[src/rtl/intc_pkg.sv]
// intc_pkg: shared constants for the interrupt controller block.
//   - register address map within the 8-byte I/O window
//   - bit position of the "valid" flag in the VECT read value
//   - maximum number of supported interrupt sources
package intc_pkg;

  localparam logic [2:0] INTC_PEND = 3'd0;
  localparam logic [2:0] INTC_MASK = 3'd1;
  localparam logic [2:0] INTC_MODE = 3'd2;
  localparam logic [2:0] INTC_VECT = 3'd3;
  localparam logic [2:0] INTC_ISR  = 3'd4;
  localparam logic [2:0] INTC_EOI  = 3'd5;

  localparam int INTC_VECT_VALID_BIT = 7;
  localparam int INTC_MAX_SRC        = 8;

endpackage

[src/rtl/intc_prio_enc.sv]
// intc_prio_enc: fixed-priority encoder, lowest set index wins.
// Ports:
//   req   in  NSRC  request vector
//   valid out 1     at least one request bit set
//   idx   out 3     index of the lowest set request bit (0 when none)
module intc_prio_enc
  import intc_pkg::*;
#(
  parameter int NSRC = 4
) (
  input  logic [NSRC-1:0] req,
  output logic            valid,
  output logic [2:0]      idx
);

  // Scan from the top down so the last hit (lowest index) is what remains.
  always_comb begin
    valid = 1'b0;
    idx   = 3'd0;
    for (int i = NSRC - 1; i >= 0; i--) begin
      if (req[i]) begin
        valid = 1'b1;
        idx   = 3'(i);
      end
    end
  end

endmodule

[src/rtl/intr_ctrl.sv]
// intr_ctrl: prioritized interrupt controller on the 8-bit peripheral bus.
// Latches edge/level requests into PEND, masks them with MASK, and drives
// one registered INTR to the CPU. The CPU acknowledges by reading VECT and
// retires the in-service source by writing EOI.
// Ports:
//   CLK      in   1     system clock
//   RESET    in   1     synchronous, active-high reset
//   AD       in   3     register address (PEND,MASK,MODE,VECT,ISR,EOI)
//   DI       in   8     write data
//   DO       out  8     read data, combinational from AD
//   RW       in   1     1 = read, 0 = write
//   CS       in   1     block select; side effects once per CS assertion
//   IRQ_SRC  in   NSRC  raw interrupt requests, synchronous to CLK
//   INTR     out  1     registered interrupt request
// Build option: define INTC_NESTING_EN to let a higher-priority source
// preempt a lower-priority one already in service.
module intr_ctrl
  import intc_pkg::*;
#(
  parameter int         NSRC     = 4,
  parameter logic [7:0] RST_MODE = 8'h00
) (
  input  logic            CLK,
  input  logic            RESET,
  input  logic [2:0]      AD,
  input  logic [7:0]      DI,
  output logic [7:0]      DO,
  input  logic            RW,
  input  logic            CS,
  input  logic [NSRC-1:0] IRQ_SRC,
  output logic            INTR
);

  logic [NSRC-1:0] pend_q, pend_d;
  logic [NSRC-1:0] mask_q, mask_d;
  logic [NSRC-1:0] mode_q, mode_d;
  logic [NSRC-1:0] isr_q,  isr_d;
  logic [NSRC-1:0] src_q,  src_d;
  logic            intr_q, intr_d;
  logic            cs_q,   cs_d;

  logic            acc, wr_acc, rd_acc, ack, eoi, eligible;
  logic            win_vld, isr_vld;
  logic [2:0]      win_idx, isr_idx;
  logic [NSRC-1:0] win_oh, isr_oh, w1c, edge_set;
  logic [7:0]      pend8, mask8, mode8, isr8;
  logic            unused_di;

  assign unused_di = &{1'b0, DI};

  intc_prio_enc #(.NSRC(NSRC)) u_win_enc (
    .req   (pend_q & mask_q),
    .valid (win_vld),
    .idx   (win_idx)
  );

  intc_prio_enc #(.NSRC(NSRC)) u_isr_enc (
    .req   (isr_q),
    .valid (isr_vld),
    .idx   (isr_idx)
  );

  // Without nesting any in-service source blocks new requests; with nesting
  // only an in-service source of equal or higher priority blocks the winner.
  always_comb begin
`ifdef INTC_NESTING_EN
    eligible = win_vld & (~isr_vld | (isr_idx > win_idx));
`else
    eligible = win_vld & ~isr_vld;
`endif
  end

  always_comb begin
    // Rising edge of CS marks the single cycle an access takes effect.
    acc    = CS & ~cs_q;
    wr_acc = acc & ~RW;
    rd_acc = acc & RW;
    ack    = rd_acc & (AD == INTC_VECT) & eligible;
    eoi    = wr_acc & (AD == INTC_EOI) & isr_vld;

    for (int i = 0; i < NSRC; i++) begin
      win_oh[i] = (3'(i) == win_idx);
      isr_oh[i] = (3'(i) == isr_idx);
    end

    w1c      = (wr_acc && AD == INTC_PEND) ? DI[NSRC-1:0] : '0;
    edge_set = IRQ_SRC & ~src_q;

    // Edge bits: clears first, then a new edge re-pends in the same cycle.
    // Level bits simply track the request line.
    for (int i = 0; i < NSRC; i++) begin
      if (mode_q[i]) begin
        pend_d[i] = (pend_q[i] & ~w1c[i] & ~(ack & win_oh[i])) | edge_set[i];
      end else begin
        pend_d[i] = IRQ_SRC[i];
      end
    end

    mask_d = (wr_acc && AD == INTC_MASK) ? DI[NSRC-1:0] : mask_q;
    mode_d = (wr_acc && AD == INTC_MODE) ? DI[NSRC-1:0] : mode_q;

    isr_d = isr_q;
    if (ack) isr_d = isr_d | win_oh;
    if (eoi) isr_d = isr_d & ~isr_oh;

    intr_d = eligible;
    src_d  = IRQ_SRC;
    cs_d   = CS;
  end

  always_ff @(posedge CLK) begin
    if (RESET) begin
      pend_q <= '0;
      mask_q <= '0;
      mode_q <= RST_MODE[NSRC-1:0];
      isr_q  <= '0;
      src_q  <= '0;
      intr_q <= 1'b0;
      cs_q   <= 1'b0;
    end else begin
      pend_q <= pend_d;
      mask_q <= mask_d;
      mode_q <= mode_d;
      isr_q  <= isr_d;
      src_q  <= src_d;
      intr_q <= intr_d;
      cs_q   <= cs_d;
    end
  end

  assign INTR = intr_q;

  // Register readback, zero-extended to the bus width.
  always_comb begin
    pend8 = '0;
    mask8 = '0;
    mode8 = '0;
    isr8  = '0;
    pend8[NSRC-1:0] = pend_q;
    mask8[NSRC-1:0] = mask_q;
    mode8[NSRC-1:0] = mode_q;
    isr8[NSRC-1:0]  = isr_q;
    DO = 8'h00;
    case (AD)
      INTC_PEND: DO = pend8;
      INTC_MASK: DO = mask8;
      INTC_MODE: DO = mode8;
      INTC_VECT: begin
        if (eligible) begin
          DO[INTC_VECT_VALID_BIT] = 1'b1;
          DO[2:0]                 = win_idx;
        end
      end
      INTC_ISR:  DO = isr8;
      default:   DO = 8'h00;
    endcase
  end

endmodule

[config.mk]
export PLATFORM = sky130hd
export DESIGN_NAME = intr_ctrl
export DESIGN_NICKNAME = d
export VERILOG_FILES = /design/src/rtl/intc_pkg.sv /design/src/rtl/intc_prio_enc.sv /design/src/rtl/intr_ctrl.sv
export SDC_FILE = /design/constraint.sdc
export NUM_CORES = 1
export LEC_CHECK = 0
export BUFFER_PORTS_ARGS = -buffer_cell sky130_fd_sc_hd__buf_4
export CORE_MARGIN = 10
export CORE_UTILIZATION = 50
export CTS_BUF_LIST = sky130_fd_sc_hd__clkbuf_4
export CTS_CLUSTER_DIAMETER = 40
export DETAILED_ROUTE_END_ITERATION = 10
export PLACE_DENSITY = 0.8
export SYNTH_ARGS = -nofsm -noshare
export SYNTH_HDL_FRONTEND = slang
export SYNTH_SLANG_ARGS = --single-unit
[constraint.sdc]
create_clock -name CLK -period 2.15 [get_ports CLK]
set_input_delay 0.3225 -clock CLK [delete_from_list [all_inputs] [get_ports CLK]]
set_output_delay 0.3225 -clock CLK [all_outputs]
set_load 0.02 [all_outputs]
# Word-level counts from Yosys, hierarchy flattened

Index checks and enable logic that the tools add are counted.

Equality and inequality tests: 11
Mux-type cells: 28
Bitwise gates (word level): 41
Reduce and logical (&&, ||, !) cells: 6

Operators with widths:

| cell                 | count |
|---|---|
| $and A1 B1 Y1        | 20 |
| $mux W2              | 8 |
| $pmux W3 S5          | 1 |
| $mux W1              | 14 |
| $and A4 B4 Y4        | 3 |
| $eq A2 B3 Y1 const A | 4 |
| $mux W4              | 3 |
| $not A1 Y1           | 11 |
| $logic_not A3 Y1     | 3 |
| $not A4 Y4           | 2 |
| $eq A1 B3 Y1 const A | 2 |
| $eq A3 B2 Y1 const B | 2 |
| $eq A3 B3 Y1 const B | 2 |
| $or A1 B1 Y1         | 4 |
| $or A4 B4 Y4         | 1 |
| $pmux W1 S4          | 1 |
| $eq A3 B1 Y1 const B | 1 |
| $logic_and A1 B1 Y1  | 3 |
| $mux W3              | 1 |

Register bits after elaboration: 22
Input bits: 19
Output and inout port bits: 9
Logic and storage cells: 93

# Depth between registers and ports, before layout

Depth after elaboration: 12
Depth in mapped cells: 5
Depth with buffers taken out: 4

# By module

From an unflattened synthesis, not the netlist that was laid out.

Cells, all modules: 148
Area, all modules: 1281.2 um^2

By module, submodules not included:

| module        | instances | cells an instance | area an instance (um^2) | sequential area each (um^2) |
|---|---|---|---|---|
| intr_ctrl     | 1         | 130               | 1188.6                  | 440.4 |
| intc_prio_enc | 2         | 9                 | 46.3                    | 0.0 |

# Least setup slack after synthesis

OpenSTA, ideal clock, no wires.

Kind: register to output
From: register isr_q[3]
To: output DO[0]
Arrival: 1.536 ns
Required time: 1.827 ns
Setup slack: 0.291 ns
Cell stages (with the launch flop): 5
Buffers on the path: 1
Cells stage by stage: dfxtp_1 > or4_1 > buf_6 > a2111o_1 > nand3_1

Cells in the longest elaborated chain, start to end: 8

RTL lines:

| what                   | RTL line            | text |
|---|---|---|
| from (decl)            | intr_ctrl.sv:37     | `logic [NSRC-1:0] isr_q, isr_d;` |
| from (signal assigned) | intr_ctrl.sv:124    | `isr_q <= isr_d;` |
| $mux W1 (4 in series)  | intc_prio_enc.sv:21 | `if (req[i]) begin` |
| $not A1 Y1             | intr_ctrl.sv:69     | `eligible = win_vld & ~isr_vld;` |
| $and A1 B1 Y1          | intr_ctrl.sv:69     |  |
| $mux W3                | intr_ctrl.sv:149    | `if (eligible) begin` |
| $pmux W3 S5            | intr_ctrl.sv:144    | `case (AD)` |
| to (decl)              | intr_ctrl.sv:27     | `output logic [7:0] DO,` |

Every way passes these cells.

# Worst setup path in the final report

Ends and elaborated chain as after synthesis.

==> results.yml <==
drt:
  detail_route.vias_per_cell: 5.709
  antenna_left: 0
  avgRoutedWirePerCell_um: 15.62
  route.vias.total: 1039
  drtPass1Iterations: 4
  detail_route.drc_violations: 0
  drt-total-wl_um: 2843
  detail_route.iter0.violations: 69
timing:
  clock.fmax_mhz: 469.8
  tightest_slew_ns: 0.5052
  maxSlewViolCount: 0
  final_period_minus_worst_setup_slack_ns: 2.128
  setup_viol: 0
  layout_setup_ws_ns: 0.02160
  max_slew_margin: 0.6584
  hold-worst-slack_ns: 0.2421
  rsz0062_at_grt: "true"
  skew_ns: 0.006497
  final_hold_viol_count: 0
  timing.final.crit_share: 0.9900
finish:
  fin_util: 0.6301
  drive_above_1_share: 0.2468
  design.final.nets: 174
  stdcell_count: 182
  antenna_cells_inserted: 0
  area_growth_pct: 19.40
clock_network:
  cts-hold-fix-buffers: 0
  cts_tree: "yes"
  worstSkewPairLatency_ns: 0.32
  clockRootBuffer: "sky130_fd_sc_hd__clkbuf_4"
  clock_input_transition_at_the_sequential_cells_of_the_worst_setup_and_hold_paths_ns: 0.13
  clk_path_buf_depth: 2
  cts_made_buffers: 3
  clock_sinks: 22
  htreeDepth: 1
logic_synthesis:
  syn-cell-area_sq_um: 1167
  synth-edff-count: 0
  synth_sequential_area_ratio: 0.3773
  synth_warnings: 0
  synthFlopType: "sky130_fd_sc_hd__dfxtp_1"
  syn_inst: 134
  synthDistinctLibCells: 34
  async_reset_ff_frac: 0
  postSynthAreaPerCell_sq_um: 8.712
  synth_seq_cells: 22
grt:
  gr_util_all_layers: 0.1256
  grt_antenna_before_repair: 0
  grt_overflow_total: 0
  first_global_vias: 958
  grt_max_degree: 23
  wire_length_of_the_first_global_routing_pass_um: 4567
setup_path:
  worst-path-max-fanout: 3
  cp.required_ns: 1.83
  startpoint_of_the_worst_register_to_register_path: "isr_q[3]"
  r2r_end: "isr_q[2]"
  cp_data_arrival_time_ns: 1.81
  worst_r2r_path_depth: 5
  timing.reg2reg.setup_slack_ns: 0.28
  worstSetupStartpointType: "flip-flop"
  critical_path.endpoint_type: "output pin"
  timing.setup.critical_path_class: "flip-flop to output pin"
placement:
  place.detailed.hpwl_um: 2060
  gp_congestion: 0.9320
  io_buffer_count: 20
  dp.cells: 177
  post-place-ws_ns: 0.2539
pwr:
  p_sw_uw: 186.9
  power_frac_seq: 0.514
  power.total_uw: 831.9
  cellPowerDensity_nw_per_um2: 596.8
  power.clock.fraction: 0.384
  p_sw_frac: 0.2246
  share_comb_of_total_power: 0.102
  max-vdd-ir-drop_uv: 613.5
  power.internal_uw: 645.1
  power.static_leakage_uw: 0.0005757
min_path:
  min-delay-path-class: "input pin to flip-flop"
  hold-path-cell-count: 2
  whs_endpoint: "cs_q"
  timing.hold.worst.start: "CS"
run_status:
  status: "complete, no violations"
floorplanning:
  initial_core_util: 0.5277
  coreArea_sq_um: 2212
  row_count: 17
  top_level_ports: 28
  die-area_sq_um: 4668
  die_width_um: 68.32
  die_y_um: 68.32
flow_run:
  number_of_max_capacitance_violations_reported: 0
[logic make-up (layout without fill, tap and decap cells)]
family,count (synthesis),count (layout),synth area share
buffers and inverters,11,29,0.05787
and+or+nand+nor,61,61,0.2840
muxes,12,12,0.1029
AOI/OAI and AO/OA,27,27,0.1747
other,1,3,0.003212
DFF,22,22,0.3773
[layout make-up]
type / count / area [sq um]
Clock inverter: 1 / 30.03
Multi-Input combinational cell: 103 / 678.2
Fill cell: 203 / 818.3
Sequential cell: 22 / 444.2
Timing Repair Buffer: 23 / 176.4
Tap cell: 28 / 35.03
Clock buffer: 3 / 22.52
Inverter: 2 / 7.507
[layer usage]
layer | vias up | GRT usage | share of wire
li1 | 518 | - | -
met1 | 479 | 0.1537 | 0.44
met2 | 38 | 0.2081 | 0.48
met3 | 4 | 0.03263 | 0.066
met4 | 0 | 0.04271 | 0.010
met5 | - | 0 | 0
[critical path, stage by stage, from the launching register on]
cell and delay (ns):
sky130_fd_sc_hd__dfxtp_2 0.35, sky130_fd_sc_hd__or4_4 0.56, sky130_fd_sc_hd__a2111o_1 0.38, sky130_fd_sc_hd__nand3_2 0.09, sky130_fd_sc_hd__buf_6 0.11
[placed cells by master, fill, tap and decap left out, types with 2 or more instances in the layout]
cell type                   n
sky130_fd_sc_hd__nor4b_1    2
sky130_fd_sc_hd__nand2_1   16
sky130_fd_sc_hd__o21ai_0    2
sky130_fd_sc_hd__a21boi_0   2
sky130_fd_sc_hd__inv_1      2
sky130_fd_sc_hd__nor3_4     2
sky130_fd_sc_hd__nor2_1    15
sky130_fd_sc_hd__nor3_1     5
sky130_fd_sc_hd__and2_1     3
sky130_fd_sc_hd__buf_4     22
sky130_fd_sc_hd__a211oi_1   4
sky130_fd_sc_hd__conb_1     3
sky130_fd_sc_hd__a21oi_1    6
sky130_fd_sc_hd__nor2b_1    6
sky130_fd_sc_hd__dfxtp_2    3
sky130_fd_sc_hd__dfxtp_1   19
sky130_fd_sc_hd__clkbuf_4   3
sky130_fd_sc_hd__a311oi_1   2
sky130_fd_sc_hd__mux2i_1   12
sky130_fd_sc_hd__a22o_1     4
sky130_fd_sc_hd__nand3b_1   5
[cells in the mapped netlist (all sizes together), types with 2 or more instances]
cell	count	area share
a211oi	4	0.026
inv	2	0.0064
a22o	4	0.030
nand2	16	0.051
a311oi	2	0.015
dfxtp	22	0.38
mux2i	12	0.10
nor2b	6	0.032
nor2	16	0.051
nor3	7	0.049
buf	8	0.048
nor4b	2	0.015
and2	3	0.016
nand4	2	0.016
nand3b	5	0.032
nand3	2	0.0086
o21ai	2	0.0086
a21oi	6	0.026
a21boi	2	0.013
[power groups by stage]
| stage | clock (uW) | combinational (uW) | sequential, uW |
|---|---|---|---|
| final | 320 | 84.7 | 427 |
| after global routing | 342 | 93.0 | 429 |
| after CTS | 322 | 84.5 | 427 |
| after detailed placement | 0 | 83.6 | 436 |
| after global placement | 0 | 81.8 | 436 |
| after floorplan | 0 | 55.2 | 434 |
[worst max path at each step]
stage	from	endpoint
floorplan	isr_q[3]	DO[0]
global placement	isr_q[3]	DO[0]
detailed placement	isr_q[3]	isr_q[2]
CTS	isr_q[3]	DO[0]
global route	isr_q[3]	DO[0]
finish	isr_q[3]	DO[0]
[through the flow]
step	instance area [sq um]	setup TNS (ns)
after floorplan	1175	0
after global placement	1315	0
after detailed placement	1315	0
after CTS	1390	0
after global routing	1394	-0.05751
final	1394	0
[timing repair]
action,4_1_cts,5_1_grt
endpoints found under the setup margin,1,2
pin swaps,1,1
gates resized for setup,5,2
buffers inserted,1,0
[sequential cells by signal, indices dropped and copies added, names as in the netlist]
name and flops:
mask_q 4, INTR 1, cs_q 1, pend_q 4
src_q 4, isr_q 4, mode_q 4
No activity file was read; power rests on OpenSTA's default activity.
